**config.mk**
```make
export PLATFORM = sky130hd
export DESIGN_NAME = baud_gen_frac
export DESIGN_NICKNAME = d
export VERILOG_FILES = /design/src/rtl/baud_gen_frac.sv
export SDC_FILE = /design/constraint.sdc
export NUM_CORES = 1
export LEC_CHECK = 0
export CORE_ASPECT_RATIO = 0.8
export CORE_MARGIN = 2
export CORE_UTILIZATION = 27
export CTS_BUF_LIST = sky130_fd_sc_hd__clkbuf_8
export CTS_CLUSTER_SIZE = 40
export DETAILED_ROUTE_END_ITERATION = 10
export SLEW_MARGIN = 5
export SYNTH_ARGS = -nofsm -noshare
export SYNTH_HDL_FRONTEND = slang
export SYNTH_SLANG_ARGS = --single-unit
export TNS_END_PERCENT = 10
```
**constraint.sdc**
```tcl
create_clock -name clk -period 4 [get_ports clk]
set_input_delay 0.8 -clock clk [delete_from_list [all_inputs] [get_ports clk]]
set_output_delay 0.8 -clock clk [all_outputs]
set_load 0.02 [all_outputs]
```
**src/rtl/baud_gen_frac.sv**
```systemverilog
// -----------------------------------------------------------------------------
// baud_gen_frac
//   Fractional baud-rate tick generator with two independent channels
//   (tx = channel 0, rx = channel 1).  The bit period of each channel is
//   div_int + div_frac/2^FRAC_W clock cycles on average.  Each period is
//   either the floor or the ceiling of that value.  The fractional part is
//   spread over the periods with a FRAC_W-bit phase accumulator.
//
//   A single shadow divisor is written with div_load.  A channel copies the
//   shadow into its active divisor only when that channel is initialised.
//   This means reprogramming never disturbs a channel that is already running.
//
// Ports
//   clk       in   clock; all logic runs on the rising edge
//   rst       in   synchronous active-high reset
//   div_int   in   integer divisor, in clk cycles per bit (must be >= 2)
//   div_frac  in   fractional divisor, in units of 1/2^FRAC_W cycle
//   div_load  in   strobe that captures div_int/div_frac into the shadow
//   cfg_err   out  sticky flag: the last div_load was rejected
//   tx_init   in   tx channel initialise (phase 0)
//   rx_init   in   rx channel initialise (phase = half a bit)
//   tx_en     in   tx count enable
//   rx_en     in   rx count enable
//   tx_tick   out  registered one-cycle tx bit pulse
//   rx_tick   out  registered one-cycle rx bit pulse
// -----------------------------------------------------------------------------
module baud_gen_frac #(
    parameter int DIV_W      = 16,
    parameter int FRAC_W     = 4,
    parameter int RESET_DIV  = 868,
    parameter int RESET_FRAC = 0
) (
    input  logic              clk,
    input  logic              rst,
    input  logic [DIV_W-1:0]  div_int,
    input  logic [FRAC_W-1:0] div_frac,
    input  logic              div_load,
    output logic              cfg_err,
    input  logic              tx_init,
    input  logic              rx_init,
    input  logic              tx_en,
    input  logic              rx_en,
    output logic              tx_tick,
    output logic              rx_tick
);

    localparam logic [DIV_W-1:0]  RST_INT  = DIV_W'(RESET_DIV);
    localparam logic [FRAC_W-1:0] RST_FRAC = FRAC_W'(RESET_FRAC);
    localparam logic [DIV_W-1:0]  MIN_DIV  = DIV_W'(2);
    localparam logic [DIV_W-1:0]  ONE_C    = DIV_W'(1);
    localparam logic [DIV_W:0]    ONE_W    = (DIV_W+1)'(1);

    // ------------------------------------------------------------------
    // Shadow divisor and configuration error flag
    // ------------------------------------------------------------------
    logic [DIV_W-1:0]  shadow_int_q,  shadow_int_d;
    logic [FRAC_W-1:0] shadow_frac_q, shadow_frac_d;
    logic              cfg_err_q,     cfg_err_d;
    logic              load_ok;
    logic [DIV_W-1:0]  init_int;
    logic [FRAC_W-1:0] init_frac;

    assign load_ok = div_load && (div_int >= MIN_DIV);

    // An init in the same cycle as an accepted load takes the new divisor
    // directly, bypassing the shadow register.
    assign init_int  = load_ok ? div_int  : shadow_int_q;
    assign init_frac = load_ok ? div_frac : shadow_frac_q;

    always_comb begin
        shadow_int_d  = shadow_int_q;
        shadow_frac_d = shadow_frac_q;
        cfg_err_d     = cfg_err_q;
        if (div_load) begin
            cfg_err_d = !load_ok;
            if (load_ok) begin
                shadow_int_d  = div_int;
                shadow_frac_d = div_frac;
            end
        end
    end

    always_ff @(posedge clk) begin
        if (rst) begin
            shadow_int_q  <= RST_INT;
            shadow_frac_q <= RST_FRAC;
            cfg_err_q     <= 1'b0;
        end else begin
            shadow_int_q  <= shadow_int_d;
            shadow_frac_q <= shadow_frac_d;
            cfg_err_q     <= cfg_err_d;
        end
    end

    assign cfg_err = cfg_err_q;

    // ------------------------------------------------------------------
    // Per-channel counters: index 0 = tx, index 1 = rx
    // ------------------------------------------------------------------
    logic [1:0] init_w;
    logic [1:0] en_w;
    logic [1:0] tick_w;

    assign init_w = {rx_init, tx_init};
    assign en_w   = {rx_en,   tx_en};

    for (genvar gi = 0; gi < 2; gi++) begin : g_ch
        // The rx channel starts half a bit in, so that it samples mid-bit.
        localparam bit HALF_START = (gi == 1);

        logic [DIV_W-1:0]  count_q, count_d;
        logic [FRAC_W-1:0] acc_q,   acc_d;
        logic [DIV_W-1:0]  int_q,   int_d;
        logic [FRAC_W-1:0] frac_q,  frac_d;
        logic              tick_q,  tick_d;
        logic [FRAC_W:0]   frac_sum;
        logic [DIV_W:0]    last_cnt;
        logic              wrap;

        always_comb begin
            // The carry out of acc+frac stretches this period by one cycle.
            frac_sum = {1'b0, acc_q} + {1'b0, frac_q};
            last_cnt = {1'b0, int_q} + {{DIV_W{1'b0}}, frac_sum[FRAC_W]} - ONE_W;
            // A count beyond the last value also wraps, so the channel
            // recovers if it is ever in an unexpected state.
            wrap     = ({1'b0, count_q} >= last_cnt);

            count_d = count_q;
            acc_d   = acc_q;
            int_d   = int_q;
            frac_d  = frac_q;
            tick_d  = 1'b0;

            if (init_w[gi]) begin
                int_d   = init_int;
                frac_d  = init_frac;
                acc_d   = '0;
                count_d = HALF_START ? (init_int >> 1) : '0;
            end else if (en_w[gi]) begin
                if (wrap) begin
                    count_d = '0;
                    acc_d   = frac_sum[FRAC_W-1:0];
                    tick_d  = 1'b1;
                end else begin
                    count_d = count_q + ONE_C;
                end
            end
        end

        always_ff @(posedge clk) begin
            if (rst) begin
                count_q <= '0;
                acc_q   <= '0;
                int_q   <= RST_INT;
                frac_q  <= RST_FRAC;
                tick_q  <= 1'b0;
            end else begin
                count_q <= count_d;
                acc_q   <= acc_d;
                int_q   <= int_d;
                frac_q  <= frac_d;
                tick_q  <= tick_d;
            end
        end

        assign tick_w[gi] = tick_q;
    end

    assign tx_tick = tick_w[0];
    assign rx_tick = tick_w[1];

endmodule

```
======== Yosys cells after proc, flatten, opt, wreduce, memory -nomap -nowiden ========
Cells that the tools add are included.
storage, ports and cells
  flip-flop bits (word level) ............. 103
operators by class
  $add $sub $neg .......................... 8
  magnitude comparators ................... 3
  mux-type cells .......................... 8
  bitwise gates (word level) .............. 2
  reduce and logical (&&, ||, !) cells .... 9
operators with widths
  operator                                                            count
  two-way mux 16 bit                                                  3
  adder 16 x 1 -> 17 bit                                              2
  greater-or-equal comparator 16 x 17 -> 1 bit                        2
  subtractor 17 x 1 -> 17 bit, second input constant                  2
  adder 16 x 1 -> 16 bit, second input constant                       2
  two-way mux 15 bit                                                  2
  greater-or-equal comparator 16 x 2 -> 1 bit, second input constant  1
  adder 4 x 4 -> 5 bit                                                2
  OR reduction 3 bit                                                  2
  two-way mux 4 bit                                                   1
  AND reduction 2 bit                                                 2
  OR reduction 2 bit                                                  2
  two-way mux 1 bit                                                   2
  inverter 1 bit                                                      2
  nonzero test 2 bit                                                  1
  logical AND 1 bit                                                   1
  zero test 1 bit                                                     1

======== Depth between registers and ports, before layout ========
  depth in word-level cells ............... 7
  mapped depth ............................ 20

======== Worst setup path after synthesis ========
No wires, ideal clock.
  kind .................................... reg-to-reg
  from .................................... reg g_ch[1].acc_q[0]
  to ...................................... reg g_ch[1].count_q[10]
  setup time .............................. 0.092 ns
  data arrival time ....................... 3.978 ns
  required time ........................... 3.908 ns
  path slack .............................. -0.070 ns
  stages on the path, launching flop included .. 21
  buffers on the path ..................... 1
  path through ............................ dfxtp_1 ha_1 inv_1 fa_1 nor2b_1 o21a_1 nor2_1 ha_1 ha_1 nor3b_1 nand2_1 nor4_1 xnor2_1 ha_1 a21o_1 a21o_1 a2111oi_0 o211a_1 buf_2 nor2_1 o32ai_1
on the way
  longest elaborated chain between the ends .. 7
RTL lines
  what                                          RTL line  source
  start: declaration                            112       logic [FRAC_W-1:0] acc_q, acc_d;
  start signal: assignment                      153       acc_q <= '0;
  start signal: assignment                      159       acc_q <= acc_d;
  adder 4 x 4 -> 5 bit                          122       frac_sum = {1'b0, acc_q} + {1'b0, frac_q};
  adder 16 x 1 -> 17 bit                        123       last_cnt = {1'b0, int_q} + {{DIV_W{1'b0}}, frac_sum[FRAC_W]} - ONE_W;
  subtractor 17 x 1 -> 17 bit                   123
  greater-or-equal comparator 16 x 17 -> 1 bit  126       wrap = ({1'b0, count_q} >= last_cnt);
  two-way mux 16 bit                            140       if (wrap) begin
  two-way mux 15 bit                            139       end else if (en_w[gi]) begin
  two-way mux 15 bit                            134       if (init_w[gi]) begin
  end signal: assignment                        158       count_q <= count_d;
  end: declaration                              111       logic [DIV_W-1:0] count_q, count_d;
Every way passes these cells. The select of a mux whose other input is x is not followed.
A chain may end at the register's enable or synchronous reset.

======== Worst setup path after layout ========
  from .................................... reg g_ch[1].frac_q[0]
  to ...................................... reg g_ch[1].count_q[11]
on the way
  longest elaborated chain between the ends .. 7
RTL lines
  what                                          RTL line  source
  start: declaration                            114       logic [FRAC_W-1:0] frac_q, frac_d;
  start signal: assignment                      161       frac_q <= frac_d;
  adder 4 x 4 -> 5 bit                          122
  adder 16 x 1 -> 17 bit                        123
  subtractor 17 x 1 -> 17 bit                   123
  greater-or-equal comparator 16 x 17 -> 1 bit  126
  two-way mux 16 bit                            140
  two-way mux 15 bit                            139
  two-way mux 15 bit                            134
Every way passes these cells. The select of a mux whose other input is x is not followed.

==> impl_metrics.ini <==
[power_and_ir_drop]
powerDensity_nw_per_um2 = 331
ir_drop_mv = 0.161
p_leak_nw = 2.49
total_power_mw = 2.20

[clocking]
cts_root_buffer = clkbuf_8
cts_made_buffers = 9
htreeDepth = 3
clkTransAtPathRegs_ps = 100
cts_tree = built
clockBufferDepth = 2
clk_latency_ps = 370
cts.sinks = 103

[global_routing]
antenna_found_initial = 0
grt_overflow = 0
grt_pass1_wl_mm = 22.5
grt_max_degree = 49
grt_pass1_vias = 4102
grt_usage_pct = 13.1

[synthesis]
syn-cell-area_sq_um = 5520
syn_nets = 699
synth_simple_gate_area_share_pct = 19.4
synth-adder-area-share_pct = 11.1
synth-seq-cells = 103
synth_common_cells = dfxtp_1, nor2_1, ha_1
ys_types = 62
yosysSeqAreaShare_pct = 37.3
syn_area_per_cell_sq_um = 8.85
synth_top_area_cell = dfxtp_1
synth-compound-area-share_pct = 16.1
synth-xor-area-share_pct = 8.40
async_flop_share_pct = 0
yosysWarnings = 0
netlist.area_leader.share_pct = 37.3
synth_ff_type = dfxtp_1
postSynthCellCount = 624
synth_mux_area_share_pct = 4.19
synth_top_family_by_area = simple AND/OR/NAND/NOR gates
synth_area_leaders = dfxtp_1, ha_1, nor2_1, xnor2_1, mux2i_1
yosysMostFrequentCell = dfxtp_1
synth_edf_count = 0

[sta]
post-route-min-period_ps = 3970
rsz0062_at_grt = yes
finalSetupViolCount = 0
maxSlewViolCount = 0
fin_skew_ps = 10.6
hold-worst-slack_ps = 483
hold_viol = 0
tightestPinTransition_ps = 732
max_freq_mhz = 252
fin_crit_sh_pct = 99.3
max_slew_margin_pct = 50.8
fin_ws_ps = 28.4

[die]
rows = 46
ios = 30
dieArea_sq_um = 21600
initial_core_util_pct = 27.7
core_sq_um = 20000
die_x_um = 164
fp.dieH_um = 132

[layout]
layout-drive-gt1-share_pct = 12.6
n_antenna_cell = 0
fin_cells = 936
nNetsFinal = 742
area_growth_pct = 20.2

[critical_path]
startpoint_type = register
crit_arrival_ps = 4210
r2r_slack_ps = 30
end_kind = register
required_ps = 4240
critical_path_class = register to register
crit_fanout = 7

[job]
drv_cap = 0

[placement]
place_congestion = 0.846
dp_hpwl_mm = 10.6
port_buffers = 29
dp_worst_setup_slack_ps = -312
placedCellCount = 917

[drt]
detail_route.wl_per_cell_um = 15.0
drtPass1Iterations = 5
ant_nets = 0
wl_mm = 14.1
vias = 4473
drc = 0
vias_per_cell = 4.78
drtIter0Drc = 335

[status]
status = completed

[hold_path]
min_path_type = register to register
==> cells in the final DEF (no fill, tap or decap), drive strengths merged, types with 3 or more instances in the layout <==
cell type / Yosys / layout
o221ai: 4 / 4
o21a: 4 / 4
a21o: 5 / 5
o22a: 8 / 8
nor2: 96 / 96
and3: 7 / 7
buf: 5 / 27
and4: 4 / 4
dfxtp: 103 / 103
a211oi: 23 / 23
a211o: 4 / 4
or2: 3 / 3
inv: 21 / 23
nand2: 43 / 43
xor2: 19 / 19
nor4: 8 / 8
clkbuf: 18 / 9
clkdlybuf4s50: 0 / 28
clkinv: 1 / 3
nand4: 11 / 11
ha: 46 / 46
nor3: 16 / 16
nor2b: 6 / 6
o211ai: 3 / 3
a21oi: 25 / 25
nand3: 23 / 23
xnor2: 34 / 34
mux2i: 22 / 22
nand2b: 5 / 5
o32ai: 8 / 8
o21ai: 22 / 22
==> cells by family after synthesis <==
logic type / after synthesis
AOI/OAI and AO/OA: 123
and+or+nand+nor: 229
buffers and inverters: 45
adders and majority gates: 48
DFF: 103
muxes: 23
xor gates and xnor gates: 53
==> final cells by class <==
cell class	count	area [sq um]
clock inverter	7	66.3
clock buffer	9	124
inverter	22	82.6
multi-input combinational	476	3470
sequential	103	2060
timing repair buffer	55	497
fill	2058	13300
tap	264	330
==> flip-flops by register name (all words and copies together), names as in the netlist <==
name           count
g_ch.count_q      32
g_ch.int_q        32
shadow_int_q      16
g_ch.acc_q         8
g_ch.frac_q        8
shadow_frac_q      4
cfg_err            1
rx_tick            1
tx_tick            1
==> path summary, 6_finish.rpt <==
path | depth (start not counted) | end | start
worst max-delay path | 18 | g_ch[1].count_q[11] | g_ch[1].frac_q[0]
worst min-delay path | 2 | g_ch[1].acc_q[3] | g_ch[1].acc_q[3]
worst max register to register | 18 | g_ch[1].count_q[11] | g_ch[1].frac_q[0]
worst min register to register | 2 | g_ch[1].acc_q[3] | g_ch[1].acc_q[3]
==> timing repair <==
item | in CTS | in global routing
endpoints found under the hold margin | 0 | 0
cloned | 0 | 0
buffers inserted | 0 | 3
hold buffers | 0 | 0
resized for setup | 16 | 30
pin swaps | 4 | 25
setup endpoints to repair | 21 | 41
==> layer usage <==
| layer | vias to the layer above | global-route usage [%] | wire length [um] | part of all wire (%) |
|---|---|---|---|---|
| li1 | 2316 | - | - | - |
| met1 | 2043 | 21.5 | 7880 | 56 |
| met2 | 102 | 16.7 | 5350 | 38 |
| met3 | 12 | 2.99 | 667 | 4.7 |
| met4 | 0 | 2.97 | 152 | 1.1 |
| met5 | - | 0 | 0 | 0 |
==> where the power goes <==
part           internal [mW]  total [mW]  switching [mW]
Clock                  0.285       0.655           0.369
Sequential              1.08        1.14          0.0595
Combinational          0.187       0.401           0.215
Total                   1.55        2.20           0.644
==> critical path: stages (launching register included) <==
cell      delay (ps)
dfxtp_2          350
ha_4             160
inv_2             50
fa_2             200
nor2b_1           40
o21a_1           160
nor2_1           110
ha_2             230
nand2_2           70
or3_4            340
nand2b_4         180
nor3_4           200
xnor2_1          100
ha_1             290
nand4_1          120
or4_4            510
o211a_4          310
o21ai_2          240
o221ai_1         160
==> per-stage QoR <==
stage	area, sq um	util [%]	setup TNS, ps
3_3_place_gp	6230	31.2	-3160
4_1_cts	6480	32.5	-36.3
3_5_place_dp	6230	31.2	-3990
6_report	6640	33.2	0
5_1_grt	6640	33.2	-2790
2_1_floorplan	5530	-	0
Note: power is estimated with default switching activity, not from simulation.
